===== src/rtl/serial_adder_ctrl_if.sv =====
// Handshake/data bundle for serial_adder_ctrl. SERIAL_ADDER_SUB_EN adds the sub request bit.
// start is sampled only while idle; busy marks the WIDTH processing cycles; done pulses once when sum/cout update.
interface serial_adder_ctrl_if #(
    parameter int WIDTH = 8
);
    logic             start;
    logic [WIDTH-1:0] a;
    logic [WIDTH-1:0] b;
    logic             cin;
`ifdef SERIAL_ADDER_SUB_EN
    logic             sub;
`endif
    logic             busy;
    logic             done;
    logic [WIDTH-1:0] sum;
    logic             cout;
    logic [1:0]       fsm_state;

`ifdef SERIAL_ADDER_SUB_EN
    modport master (output start, a, b, cin, sub, input busy, done, sum, cout, fsm_state);
    modport slave  (input start, a, b, cin, sub, output busy, done, sum, cout, fsm_state);
`else
    modport master (output start, a, b, cin, input busy, done, sum, cout, fsm_state);
    modport slave  (input start, a, b, cin, output busy, done, sum, cout, fsm_state);
`endif
endinterface


===== src/rtl/serial_adder_ctrl.sv =====
// Bit-serial adder: one gate-level full adder sequenced over WIDTH cycles, LSB first.
// Define SERIAL_ADDER_SUB_EN to add the sub request (a - b via inverted b and carry-in 1).
module full_adder (
    input  logic x,
    input  logic y,
    input  logic ci,
    output logic s,
    output logic co
);
    logic p;
    logic g;
    logic t;

    xor u_xor_p (p, x, y);
    xor u_xor_s (s, p, ci);
    and u_and_g (g, x, y);
    and u_and_t (t, p, ci);
    or  u_or_co (co, g, t);
endmodule

module serial_adder_ctrl #(
    parameter int WIDTH = 8,
    parameter int CNT_W = $clog2(WIDTH) + 1
) (
    input logic               clk,
    input logic               rst_n,
    serial_adder_ctrl_if.slave bus
);
    typedef enum logic [1:0] {
        S_IDLE = 2'd0,
        S_RUN  = 2'd1,
        S_DONE = 2'd2
    } state_t;

    localparam logic [CNT_W-1:0] LAST = CNT_W'(WIDTH - 1);

    state_t           state_q;
    state_t           state_d;
    logic [WIDTH-1:0] a_sh;
    logic [WIDTH-1:0] b_sh;
    logic [WIDTH-1:0] r_sh;
    logic             carry;
    logic [CNT_W-1:0] cnt;
    logic [WIDTH-1:0] sum_q;
    logic             cout_q;
    logic             s_bit;
    logic             c_bit;
    logic [WIDTH-1:0] b_load;
    logic             carry_load;
    logic             last_bit;

`ifdef SERIAL_ADDER_SUB_EN
    // Subtraction is a + ~b + 1, so cout=1 means no borrow.
    assign b_load     = bus.sub ? ~bus.b : bus.b;
    assign carry_load = bus.sub ? 1'b1 : bus.cin;
`else
    assign b_load     = bus.b;
    assign carry_load = bus.cin;
`endif

    full_adder u_fa (
        .x  (a_sh[0]),
        .y  (b_sh[0]),
        .ci (carry),
        .s  (s_bit),
        .co (c_bit)
    );

    assign last_bit = (cnt == LAST);

    always_comb begin
        state_d = state_q;
        case (state_q)
            S_IDLE:  if (bus.start) state_d = S_RUN;
            S_RUN:   if (last_bit) state_d = S_DONE;
            S_DONE:  state_d = S_IDLE;
            default: state_d = S_IDLE;
        endcase
    end

    always_ff @(posedge clk) begin
        if (!rst_n) begin
            state_q <= S_IDLE;
            a_sh    <= '0;
            b_sh    <= '0;
            r_sh    <= '0;
            carry   <= 1'b0;
            cnt     <= '0;
            sum_q   <= '0;
            cout_q  <= 1'b0;
        end else begin
            state_q <= state_d;
            case (state_q)
                S_IDLE: begin
                    if (bus.start) begin
                        a_sh  <= bus.a;
                        b_sh  <= b_load;
                        carry <= carry_load;
                        cnt   <= '0;
                    end
                end
                S_RUN: begin
                    r_sh  <= {s_bit, r_sh[WIDTH-1:1]};
                    a_sh  <= {1'b0, a_sh[WIDTH-1:1]};
                    b_sh  <= {1'b0, b_sh[WIDTH-1:1]};
                    carry <= c_bit;
                    cnt   <= cnt + 1'b1;
                    // The final sum bit is still in flight, so take it straight from the cell.
                    if (last_bit) begin
                        sum_q  <= {s_bit, r_sh[WIDTH-1:1]};
                        cout_q <= c_bit;
                    end
                end
                default: ;
            endcase
        end
    end

    assign bus.busy      = (state_q == S_RUN);
    assign bus.done      = (state_q == S_DONE);
    assign bus.sum       = sum_q;
    assign bus.cout      = cout_q;
    assign bus.fsm_state = state_q;
endmodule


===== src/flat_wrapper.sv =====
// flat-port wrapper written by rule: the top's interface ports become plain ports
module serial_adder_ctrl_flat 
#(
    parameter int WIDTH = 8,
    parameter int CNT_W = $clog2(WIDTH) + 1
)
  (clk, rst_n, bus_start, bus_a, bus_b, bus_cin, bus_busy, bus_done, bus_sum, bus_cout, bus_fsm_state);
  serial_adder_ctrl_if #(.WIDTH(WIDTH)) bus_i ();
  input logic clk;
  input logic rst_n;
  input wire logic [$bits(bus_i.start)-1:0] bus_start;
  input wire logic [$bits(bus_i.a)-1:0] bus_a;
  input wire logic [$bits(bus_i.b)-1:0] bus_b;
  input wire logic [$bits(bus_i.cin)-1:0] bus_cin;
  output wire logic [$bits(bus_i.busy)-1:0] bus_busy;
  output wire logic [$bits(bus_i.done)-1:0] bus_done;
  output wire logic [$bits(bus_i.sum)-1:0] bus_sum;
  output wire logic [$bits(bus_i.cout)-1:0] bus_cout;
  output wire logic [$bits(bus_i.fsm_state)-1:0] bus_fsm_state;
  assign bus_i.start = bus_start;
  assign bus_i.a = bus_a;
  assign bus_i.b = bus_b;
  assign bus_i.cin = bus_cin;
  assign bus_busy = bus_i.busy;
  assign bus_done = bus_i.done;
  assign bus_sum = bus_i.sum;
  assign bus_cout = bus_i.cout;
  assign bus_fsm_state = bus_i.fsm_state;
  serial_adder_ctrl #(.WIDTH(WIDTH), .CNT_W(CNT_W)) u_core (.clk(clk), .rst_n(rst_n), .bus(bus_i));
endmodule

===== config.mk =====
export PLATFORM = sky130hd
export DESIGN_NAME = serial_adder_ctrl_flat
export DESIGN_NICKNAME = d
export VERILOG_FILES = /design/src/rtl/serial_adder_ctrl_if.sv /design/src/rtl/serial_adder_ctrl.sv /design/src/flat_wrapper.sv
export SDC_FILE = /design/constraint.sdc
export NUM_CORES = 1
export LEC_CHECK = 0
export CORE_MARGIN = 1.5
export CORE_UTILIZATION = 52
export CTS_BUF_LIST = sky130_fd_sc_hd__clkbuf_4 sky130_fd_sc_hd__clkbuf_8
export DETAILED_ROUTE_END_ITERATION = 10
export HOLD_SLACK_MARGIN = 0.1
export PLACE_DENSITY = 0.81
export SYNTH_ARGS = -nofsm -noshare
export SYNTH_HDL_FRONTEND = slang
export SYNTH_SLANG_ARGS = --single-unit

===== constraint.sdc =====
create_clock -name clk -period 1.6 [get_ports clk]
set_clock_uncertainty 0.1 [all_clocks]
set_input_delay 0.24 -clock clk [delete_from_list [all_inputs] [get_ports clk]]
set_output_delay 0.24 -clock clk [all_outputs]
set_load 0.01 [all_outputs]

**Yosys cells after proc, flatten, opt, wreduce, memory -nomap -nowiden**

Index checks and enable logic that the tools add are counted.

- Bitwise logic cells: 5
- Reduce and logical (&&, ||, !) cells: 5
- Add/sub/neg operators: 1
- Mux-type cells: 11
- Equality and inequality tests: 5

Operators with widths:

| cell | number |
|---|---|
| $pmux 8 s2 | 2 |
| $mux 8 | 2 |
| $pmux 4 s2 | 1 |
| $reduce_and 2->1 | 3 |
| $add 4x1->4 const B | 1 |
| $eq 4x3->1 const B | 1 |
| $mux 2 | 2 |
| $mux 4 | 1 |
| $pmux 2 s2 | 1 |
| $and 1x1->1 | 2 |
| $eq 2x1->1 const B | 1 |
| $eq 2x2->1 const B | 1 |
| $logic_not 2->1 | 1 |
| $ne 2x1->1 const B | 1 |
| $ne 2x2->1 const B | 1 |
| $pmux 1 s2 | 1 |
| $reduce_bool 2->1 | 1 |
| $xor 1x1->1 | 2 |
| $mux 1 | 1 |
| $or 1x1->1 | 1 |

- Word-level logic and storage cells: 35
- Register bits after elaboration: 40

**Depth between registers and ports, before layout**

Gate-level depths: netlist of run 1.

- Depth after elaboration: 4
- Gate-level depth with buffers: 5
- Depth with buffers taken out: 4

**Hierarchy**

A second synthesis of run 1 with hierarchy kept.

- Cells, all modules: 180
- Area, all modules: 1630.3 sq um

Modules (own cells, without submodules):

| module | cells an instance | sequential area each (sq um) | times used | area an instance (sq um) |
|---|---|---|---|---|
| serial_adder_ctrl | 179 | 780.7 | 1 | 1610.3 |
| full_adder | 1 | 0.0 | 1 | 20.0 |

**Worst setup path before layout of run 1**

Ideal clock, no wire load.

- Path type: reg-to-reg
- From: register u_core.state_q[1], in the netlist u_core.bus.fsm_state[1]
- To: register u_core.cnt[1]
- Arrival time: 1.205 ns
- Stages on the path, launching flop included: 6
- Setup slack: 0.167 ns
- Library setup time: 0.128 ns
- Cells stage by stage: dfxtp_1 -> nand2b_1 -> buf_6 -> clkinv_1 -> a22oi_1 -> nor2_1

- Longest elaborated chain between the ends: 3
- Elaborated cells between the ends (all ways): 6
- Those cells by class: eq/ne: 2; mux: 1; reduce/logical: 3

Ends and longest elaborated chain:

| element | RTL line | source |
|---|---|---|
| from (decl) | serial_adder_ctrl.sv:37 | `state_t state_q;` |
| from (signal assigned) | serial_adder_ctrl.sv:92 | `state_q <= state_d;` |
| $eq 2x1->1 * | -- |  |
| named net bus_busy | flat_wrapper.sv:15 | `output wire logic [$bits(bus_i.busy)-1:0] bus_busy;` |
| $reduce_bool 2->1 (no source line) | -- |  |
| $reduce_and 2->1 (no source line) | -- |  |
| to (signal assigned) | serial_adder_ctrl.sv:107 | `cnt <= cnt + 1'b1;` |
| to (decl) | serial_adder_ctrl.sv:43 | `logic [CNT_W-1:0] cnt;` |

Mark *: on every way through the listed nets, which the timed path passes. The rest lies on a longest branch.
A chain may end at the register's enable or synchronous reset.

**Worst setup path in the final report of run 1**

- From: register u_core.sum_q[2], in the netlist u_core.bus.sum[2]
- To: output port bus_sum[2]

RTL lines:

| element | RTL line | source |
|---|---|---|
| from (decl) | serial_adder_ctrl.sv:44 | `logic [WIDTH-1:0] sum_q;` |
| from (signal assigned) | serial_adder_ctrl.sv:110 | `sum_q <= {s_bit, r_sh[WIDTH-1:1]};` |
| to (decl) | flat_wrapper.sv:17 | `output wire logic [$bits(bus_i.sum)-1:0] bus_sum;` |

No word-level cell between the ends.

==> summary.md, run 1 <==
| Metric | Value |
|---|---|
| Outcome | `complete, no violations` |
| GP Congestion | `0.823` |
| Final setup margin | `0.0574 ns` |
| CTS Buf Count | `5` |
| Layout cells sized above 1 | `0.0921` |
| Largest delay share family, worst path | `buffers and inverters` |
| Post-synth top cells | `39 x dfxtp_1, 37 x nand2_1, 23 x a21oi_1` |
| Post-synth top area share | `0.480` |
| Fin. Hold Viols | `0` |
| WL final | `3770 um` |
| First-pass GRT wire length | `6240 um` |
| Minimum hold slack | `0.363 ns` |
| Number of antenna violations at the first check in global routing | `0` |
| Nets@finish | `250` |
| Placed Area | `2010 um^2` |
| H-tree levels | `2` |
| Hold buffers post-CTS | `0` |
| Vias per cell | `5.72` |
| P&R area growth vs syn | `28.2%` |
| Worst-Margin Slew | `0.497 ns` |
| Chip height | `59.0 um` |
| Max stage delay on crit path | `0.53 ns` |
| Die footprint | `3480 um^2` |
| DR WL/cell | `14.4 um` |
| #FFs+latches synth | `39` |
| Peak VDD IR | `0.518 mV` |
| Number of global-route vias before repair | `1358` |
| Root Driver | `clkbuf_4` |
| # setup viols final | `0` |
| Critical path class | `reg2out` |
| Peak Freq | `0.648 GHz` |
| 1st-iter DRT viols | `53` |
| Startpoint Class | `flop` |
| Fin crit period | `1.54 ns` |
| Vias post-DR | `1494` |
| Ports | `33` |
| Worst-Skew Late Latency | `0.33 ns` |
| Number of flops mapped to enable cells by yosys | `0` |
| Ant diodes | `0` |
| DRC | `0` |
| Final ANT Viol Nets | `0` |
| Reg clk slew, reported paths | `0.11 ns` |
| CP endpoint kind | `output pin` |
| Power Dens Cells | `863 nW/um^2` |
| Avg Inst Size Synth | `8.43 um^2` |
| Main synth FF type | `dfxtp_1` |
| Worst path required time | `1.26 ns` |
| Post-place setup slack | `0.00295 ns` |
| TritonCTS Sinks | `39` |
| Crit path cell chain | `clkdlybuf4s50_1` |
| Post-route cell area | `2090 um^2` |
| Largest net degree at the start of global routing | `35` |
| Die X | `59.0 um` |
| Global route overflow | `0` |
| Leakage | `0.897 nW` |
| Ys async rst share | `0` |
| CP Max Fanout | `2` |
| Sequential fraction of the synthesis area | `0.480` |
| Mapped Area | `1630 um^2` |
| PortBufs | `32` |
| Final TNS setup | `0 ns` |
| Hold Path Class | `reg2reg` |
| Worst endpoint data arrival time | `1.20 ns` |
| Worst path bufs/invs | `1` |
| Most common cell in the synthesized netlist | `dfxtp_1` |
| Syn Nets | `215` |
| Netlist cell types | `28` |
| Crit-path slowest cell | `clkdlybuf4s50_1` |
| GRT Total Usage | `0.237` |
| Final period util | `0.964` |
| TritonCTS clock tree | `built` |
| Cell Rows | `20` |
| Initial Util | `0.542` |
| Top post-synthesis cells by area | `dfxtp_1 48%, nand2_1 8.5%, a21oi_1 7.1%, o2bb2ai_1 7.0%, mux2i_1 5.5%` |
| Max-cap violations | `0` |
| Worst-case clock buffer depth | `2` |
| Pre-antenna DRT Iters | `4` |
| Count of warnings emitted by yosys | `0` |
| RSZ-0062 raised after global routing | `false` |
| Max Slew Vio Count | `0` |
| DPL Wire Length | `2660 um` |
| Slew headroom | `0.668` |
| Largest area contributor in the netlist | `dfxtp_1` |
| Cells after Synth | `193` |
| Core Area | `3000 um^2` |
| Final design utilization | `0.695` |
==> sequential cells by signal, indices dropped and copies added (netlist names) <==
name / count
u_core.a_sh: 8
u_core.b_sh: 8
u_core.bus.sum: 8
u_core.r_sh: 7
u_core.cnt: 4
u_core.bus.fsm_state: 2
u_core.bus.cout: 1
u_core.carry: 1
==> power breakdown <==
part	leakage (nW)	internal [W]	switching, W
logic	0.543	0.000119	0.000125
registers	0.320	0.00102	0.0000296
clock network	0.0341	0.000204	0.000307
total	0.897	0.00134	0.000462
==> routing by layer <==
metal / vias to the layer above / GRT usage / part of all wire
met1: 713 / 0.319 / 0.46
met5: - / 0 / 0
met4: 0 / 0.0714 / 0.0080
met3: 4 / 0.0571 / 0.043
met2: 39 / 0.376 / 0.49
li1: 738 / - / -
==> worst min-delay path, cell delays in order, from the launching register on <==
cell     delay [ns]
dfxtp_1        0.33
nand2_1        0.05
mux2i_1        0.05
==> cells in the final DEF, fill, tap and decap left out, types with 2 or more instances in the layout <==
master	count
nand2b_1	2
buf_4	9
a21oi_1	23
dlygate4sd2_1	4
inv_1	3
o22ai_1	2
o21ai_0	15
dfxtp_2	3
nand3_1	2
nor2_1	18
clkdlybuf4s50_1	20
dlymetal6s2s_1	8
mux2i_1	9
o2bb2ai_1	13
dfxtp_1	36
clkbuf_4	5
nand2_1	37
a22oi_1	3
==> cell families after synthesis <==
family / count (synthesis) / share of synthesized area
adder cells (fa/ha/maj): 2 / 0.0200
AND/OR/NAND/NOR: 63 / 0.156
buffers and inverters: 18 / 0.0492
AO/OA/AOI/OAI: 62 / 0.240
multiplexers: 9 / 0.0553
flip-flops: 39 / 0.480
==> final timing paths <==
kind,slack (ns),cells past startpoint,start,to
worst max-delay path,0.06,1,u_core.bus.sum[2]$_SDFFE_PN0P_,bus_sum[2]
worst min-delay path,0.36,2,u_core.bus.sum[5]$_SDFFE_PN0P_,u_core.bus.sum[5]$_SDFFE_PN0P_
worst max register to register,0.12,5,u_core.bus.fsm_state[1]$_SDFFE_PN0P_,u_core.bus.sum[6]$_SDFFE_PN0P_
worst min register to register,0.36,2,u_core.bus.sum[5]$_SDFFE_PN0P_,u_core.bus.sum[5]$_SDFFE_PN0P_
==> per-stage QoR <==
stage                     power (W)  instances
after floorplan             0.00120        193
after global placement      0.00130        254
after detailed placement    0.00131        254
after CTS                   0.00180        261
after global routing        0.00189        261
final                       0.00180        261
==> area by class of cell <==
type                            instances  area [um^2]
Clock inverter                          1         5.00
Timing Repair Buffer                   42          423
Fill cell                             249          916
Clock buffer                            6         51.3
Tap cell                               33         41.3
Inverter                                4         15.0
Multi-Input combinational cell        136          767
Sequential cell                        39          785
==> what timing repair did <==
action | CTS | global route
resized for setup | 5 | 10
cloned | 0 | 0
endpoints found under the setup margin | 4 | 11
buffers inserted | 0 | 0
Note: power is estimated with default switching activity, not from simulation.
==> inputs of run 2 (changes only) <==
- clock period: 1.6 -> 1.5 ns (I/O delays scaled with it)
==> summary.md, run 2 (synthesis gave the netlist of run 1 again) <==
| Metric | Value |
|---|---|
| Worst endpoint data arrival time | `1.13 ns (-0.07 ns)` |
| Fin crit period | `1.45 ns` |
| Slew headroom | `0.774 (+0.106)` |
| Reg clk slew, reported paths | `0.11 ns (about the same)` |
| Ant diodes | `0 (unchanged)` |
| DPL Wire Length | `2760 um (+3.8%)` |
| Vias per cell | `5.68 (-0.78%)` |
| Layout cells sized above 1 | `0.147 (+0.0544)` |
| Critical path class | `reg2out` |
| GP Congestion | `0.865 (+5.1%)` |
| Vias post-DR | `1505 (+0.74%)` |
| Number of antenna violations at the first check in global routing | `0 (unchanged)` |
| # setup viols final | `0 (unchanged)` |
| Post-place setup slack | `-0.0818 ns (-0.0847 ns)` |
| Final design utilization | `0.715 (+0.0204)` |
| Largest net degree at the start of global routing | `35 (unchanged)` |
| # Post-CTS Setup Buffers | `0 (unchanged)` |
| DR WL/cell | `14.9 um (+3.2%)` |
| Max Slew Vio Count | `0 (unchanged)` |
| GRT Total Usage | `0.255 (+0.0182)` |
| Power Dens Cells | `944 nW/um^2 (+9.4%)` |
| Worst-Skew Late Latency | `0.35 ns (+0.02 ns)` |
| DRC | `0 (unchanged)` |
| Post-route cell area | `2150 um^2 (+2.9%)` |
| Die X | `59.0 um (unchanged)` |
| Startpoint Class | `flop` |
| CP Max Fanout | `3 (+1)` |
| Final period util | `0.967` |
| Number of global-route vias before repair | `1421 (+4.6%)` |
| WL final | `3950 um (+4.8%)` |
| Hold Path Class | `reg2reg` |
| CP endpoint kind | `output pin` |
| Cell Rows | `20 (unchanged)` |
| H-tree levels | `2 (unchanged)` |
| 1st-iter DRT viols | `69 (+30%)` |
| Worst path required time | `1.17 ns (-0.09 ns)` |
| Max-cap violations | `0 (unchanged)` |
| Die footprint | `3480 um^2 (unchanged)` |
| Worst-case clock buffer depth | `2 (unchanged)` |
| Minimum hold slack | `0.359 ns (-0.00344 ns)` |
| Pre-antenna DRT Iters | `4 (unchanged)` |
| Outcome | `complete, no violations` |
| Root Driver | `clkbuf_4` |
| RSZ-0062 raised after global routing | `false` |
| Initial Util | `0.542 (unchanged)` |
| Final TNS setup | `0 ns (unchanged)` |
| Ports | `33 (unchanged)` |
| Peak VDD IR | `0.548 mV (+5.7%)` |
| First-pass GRT wire length | `6560 um (+5.1%)` |
| Leakage | `0.804 nW (-10%)` |
| PortBufs | `32 (unchanged)` |
| Placed Area | `2020 um^2 (+0.37%)` |
| P&R area growth vs syn | `32.0%` |
| Chip height | `59.0 um (unchanged)` |
| Core Area | `3000 um^2 (unchanged)` |
| TritonCTS Sinks | `39 (unchanged)` |
| Commonest non-fill, non-tap cell in the layout | `nand2_1` |
| Worst-Margin Slew | `0.338 ns (-0.159 ns)` |
| Most frequent cells in the layout | `36 x nand2_1, 35 x dfxtp_1, 23 x a21oi_1` |
| Peak Freq | `0.689 GHz` |
| Global route overflow | `0 (unchanged)` |
| Final ANT Viol Nets | `0 (unchanged)` |
| Nets@finish | `253 (+1.2%)` |
| CTS Buf Count | `5 (unchanged)` |
| Final setup margin | `0.0492 ns (-0.00817 ns)` |
| Fin. Hold Viols | `0 (unchanged)` |
| # fillers | `230 (-7.6%)` |
| TritonCTS clock tree | `built` |
==> run 2: cell types whose count changed in the layout (fill, tap and decap cells not counted), moves of 2 or more <==
cell,change
dlygate4sd2_1,+7
dlymetal6s2s_1,-8
buf_6,+2
clkinvlp_4,+2
clkbuf_4,+2
==> run 2: what timing repair did <==
action / CTS / global route
pin swaps: 0 / 1
hold buffers: 0 / 0
setup endpoints to repair: 14 / 27
cloned: 0 / 2
resized for setup: 19 / 17
endpoints found under the hold margin: 0 / 0
==> run 2: through the flow <==
step	cells	power [W]
after global routing	265	0.00212
after floorplan	193	0.00128
final	265	0.00203
after detailed placement	255	0.00140
after global placement	255	0.00139
after CTS	263	0.00202
==> run 2: routing by layer <==
layer,GRT usage,routed length (um),up-vias
met3,0.0659,195,5
li1,-,-,749
met1,0.322,1710,703
met4,0.0974,61,0
met2,0.417,1980,48
met5,0,0,-
==> run 2: critical path, stage by stage, from the launching register on <==
cell,delay [ns]
dfxtp_2,0.35
inv_1,0.06
nor2_2,0.13
clkdlybuf4s15_2,0.23
==> run 2: power breakdown <==
part	internal (W)	switching, W	total (W)	leakage (nW)
combinational	0.000135	0.000141	0.000277	0.441
sequential	0.00109	0.0000358	0.00112	0.321
clock	0.000294	0.000337	0.000631	0.0420
==> run 2: area by class of cell <==
| class | instances | area, um^2 | share of cell area |
|---|---|---|---|
| clock buffers | 8 | 72.6 | 0.0338 |
| repair buffers | 44 | 413 | 0.192 |
| repair inverters | 1 | 7.51 | 0.00349 |
| multi-input cells | 136 | 810 | 0.377 |
| flip-flops and latches | 39 | 786 | 0.366 |
| well taps | 33 | 41.3 | 0.0192 |
| inverters | 4 | 18.8 | 0.00874 |
==> run 2: path summary, 6_finish.rpt <==
check | start | endpoint | slack [ns] | depth (start not counted)
min | u_core.bus.sum[7]$_SDFFE_PN0P_ | u_core.bus.sum[7]$_SDFFE_PN0P_ | 0.36 | 2
min reg2reg | u_core.bus.sum[7]$_SDFFE_PN0P_ | u_core.bus.sum[7]$_SDFFE_PN0P_ | 0.36 | 2
max reg2reg | u_core.bus.fsm_state[0]$_SDFFE_PN0P_ | u_core.bus.fsm_state[0]$_SDFFE_PN0P_ | 0.09 | 3
max | u_core.bus.fsm_state[1]$_SDFFE_PN0P_ | bus_done | 0.05 | 3
==> inputs of run 3 (changes only) <==
- ABC_AREA: unset -> 1
- CORE_MARGIN: 1.5 -> 3
- CORE_UTILIZATION: 52 -> 53
==> summary.md, run 3 <==
| Metric | Value |
|---|---|
| Outcome | `complete, no violations` |
| Leakage | `1.06 nW (+31%)` |
| RSZ-0062 raised after global routing | `false` |
| Cell Rows | `20 (unchanged)` |
| Worst endpoint data arrival time | `1.12 ns (about the same)` |
| TritonCTS Sinks | `39 (unchanged)` |
| Number of flops mapped to enable cells by yosys | `0 (unchanged)` |
| 1st-iter DRT viols | `106 (+54%)` |
| Peak VDD IR | `0.658 mV (+20%)` |
| Max stage delay on crit path | `0.35 ns (about the same)` |
| Max-cap violations | `0 (unchanged)` |
| Die footprint | `3950 um^2 (+14%)` |
| H-tree levels | `2 (unchanged)` |
| Ports | `33 (unchanged)` |
| Chip height | `62.9 um (+6.6%)` |
| DR WL/cell | `10.8 um (-27%)` |
| Sequential fraction of the synthesis area | `0.456 (-0.0238)` |
| Hold buffers post-CTS | `0 (unchanged)` |
| CP Max Fanout | `3 (unchanged)` |
| Avg Inst Size Synth | `6.93 um^2 (-18%)` |
| Pre-antenna DRT Iters | `4 (unchanged)` |
| Final period util | `0.961 (-0.00593)` |
| Initial Util | `0.557 (+0.0144)` |
| First-pass GRT wire length | `6130 um (-6.5%)` |
| Worst-Margin Slew | `0.217 ns (-0.121 ns)` |
| Power Dens Cells | `913 nW/um^2 (-3.3%)` |
| PortBufs | `32 (unchanged)` |
| Top post-synthesis cells by area | `dfxtp_1 46%, nand2_1 12%, nor2_1 11%, nand3_1 10%, inv_1 3.9%` |
| Global route overflow | `0 (unchanged)` |
| CP endpoint kind | `output pin` |
| Ys async rst share | `0 (unchanged)` |
| Crit-path slowest cell | `dfxtp_2` |
| GRT Total Usage | `0.201 (-0.0538)` |
| Critical path class | `reg2out` |
| Syn Nets | `269 (+25%)` |
| DRC | `0 (unchanged)` |
| CTS Buf Count | `5 (unchanged)` |
| Post-synth top area share | `0.456 (-0.0238)` |
| Final ANT Viol Nets | `0 (unchanged)` |
| Number of global-route vias before repair | `1431 (+0.70%)` |
| Core Area | `3080 um^2 (+2.5%)` |
| P&R area growth vs syn | `31.1%` |
| Largest area contributor in the netlist | `dfxtp_1` |
| Netlist cell types | `23 (-18%)` |
| Reg clk slew, reported paths | `0.11 ns (about the same)` |
| Reg2Reg Setup Slack | `0.15 ns (+0.06 ns)` |
| Most common cell in the synthesized netlist | `nand2_1` |
| Worst path required time | `1.17 ns (about the same)` |
| Layout cells sized above 1 | `0.133 (-0.0134)` |
| Largest delay share family, worst path | `buffers and inverters` |
| Vias post-DR | `1649 (+9.6%)` |
| Count of warnings emitted by yosys | `0 (unchanged)` |
| Startpoint Class | `flop` |
| #FFs+latches synth | `39 (unchanged)` |
| Slew headroom | `0.855 (+0.0811)` |
| Final TNS setup | `0 ns (unchanged)` |
| Crit path cell chain | `buf_4 > dlygate4sd2_1` |
| Peak Freq | `0.694 GHz (+0.62%)` |
| Worst-case clock buffer depth | `2 (unchanged)` |
| Hold Path Class | `in2reg` |
| Commonest non-fill, non-tap cell in the layout | `nand2_1` |
| Vias per cell | `4.89 (-14%)` |
| WL final | `3650 um (-7.4%)` |
| Largest net degree at the start of global routing | `32 (-8.6%)` |
| Number of antenna violations at the first check in global routing | `0 (unchanged)` |
| Final design utilization | `0.730 (+0.0143)` |
| Root Driver | `clkbuf_4` |
| GP Congestion | `0.819 (-5.4%)` |
| Most frequent cells in the layout | `57 x nand2_1, 47 x nor2_1, 37 x dfxtp_1` |
| Worst path bufs/invs | `2 (unchanged)` |
| Ant diodes | `0 (unchanged)` |
| Cells after Synth | `247 (+28%)` |
| Fin. Hold Viols | `0 (unchanged)` |
| Worst-Skew Late Latency | `0.35 ns (about the same)` |
| Post-synth top cells | `57 x nand2_1, 48 x nor2_1, 39 x dfxtp_1` |
| Die X | `62.9 um (+6.6%)` |
| DPL Wire Length | `2640 um (-4.2%)` |
| Fin crit period | `1.44 ns (-0.00890 ns)` |
| # setup viols final | `0 (unchanged)` |
| Nets@finish | `315 (+25%)` |
| Minimum hold slack | `0.325 ns (-0.0340 ns)` |
| TritonCTS clock tree | `built` |
| Mapped Area | `1710 um^2 (+5.2%)` |
| Max Slew Vio Count | `0 (unchanged)` |
| Main synth FF type | `dfxtp_1` |
run 3: logic make-up (layout without fill, tap and decap cells):
family                   count (synthesis)  count (layout)  share of synthesized area
AO/OA/AOI/OAI                           17              17                     0.0504
adder cells (fa/ha/maj)                  2               2                     0.0190
buffers and inverters                   34              80                     0.0825
flip-flops                              39              39                      0.456
AND/OR/NAND/NOR                        155             155                      0.392
run 3: worst paths after layout:
kind,to,cells past startpoint,start
worst max-delay path,bus_fsm_state[1],2,u_core.bus.fsm_state[1]$_SDFFE_PN0P_
worst min-delay path,u_core.b_sh[5]$_SDFFE_PN0P_,3,bus_b[5]
worst max register to register,u_core.bus.sum[1]$_SDFFE_PN0P_,7,u_core.cnt[0]$_SDFFE_PN0P_
worst min register to register,u_core.b_sh[6]$_SDFFE_PN0P_,2,u_core.b_sh[7]$_SDFFE_PN0P_
run 3: per-layer routing:
metal  routed length, um  vias up  track usage
met1                1590      728        0.225
met4                  95        0        0.154
li1                    -      867            -
met5                   0        -            0
met2                1790       47        0.330
met3                 173        7       0.0450
run 3: repair_timing:
item	in CTS	in global routing
setup endpoints to repair	13	3
resized for setup	20	4
setup buffers	0	0
endpoints found under the hold margin	0	0
run 3: report_power, final:
part,leakage [nW],total (W),switching [W],internal [W]
clock,0.0341,0.000552,0.000335,0.000217
sequential,0.319,0.00113,0.0000383,0.00110
combinational,0.702,0.000363,0.000194,0.000169
total,1.06,0.00205,0.000567,0.00148
run 3: stage by stage:
| stage | power, W | std cells | setup WS (ns) | instance area (um^2) |
|---|---|---|---|---|
| floorplan | 0.00137 | 247 | 0.173 | 1710 |
| detailed placement | 0.00152 | 330 | 0.0436 | 2190 |
| global placement | 0.00151 | 330 | 0.0428 | 2190 |
| global route | 0.00217 | 337 | 0.00126 | 2250 |
| CTS | 0.00207 | 337 | 0.00534 | 2230 |
| finish | 0.00205 | 337 | 0.0581 | 2250 |
run 3: final cells by class:
cell class                      instances  area [um^2]
Fill cell                             278          832
Clock inverter                          1         5.00
Inverter                               21         78.8
Multi-Input combinational cell        174          803
Timing Repair Buffer                   52          469
Clock buffer                            6         51.3
Sequential cell                        39          783
Tap cell                               44         55.1
run 3: worst register-to-register path, stage by stage (launching register included):
cell	delay, ns
dfxtp_1	0.38
ha_1	0.20
nand2_1	0.08
nor2_1	0.14
buf_4	0.18
nand3b_1	0.08
nand2_1	0.06
nor2_1	0.04
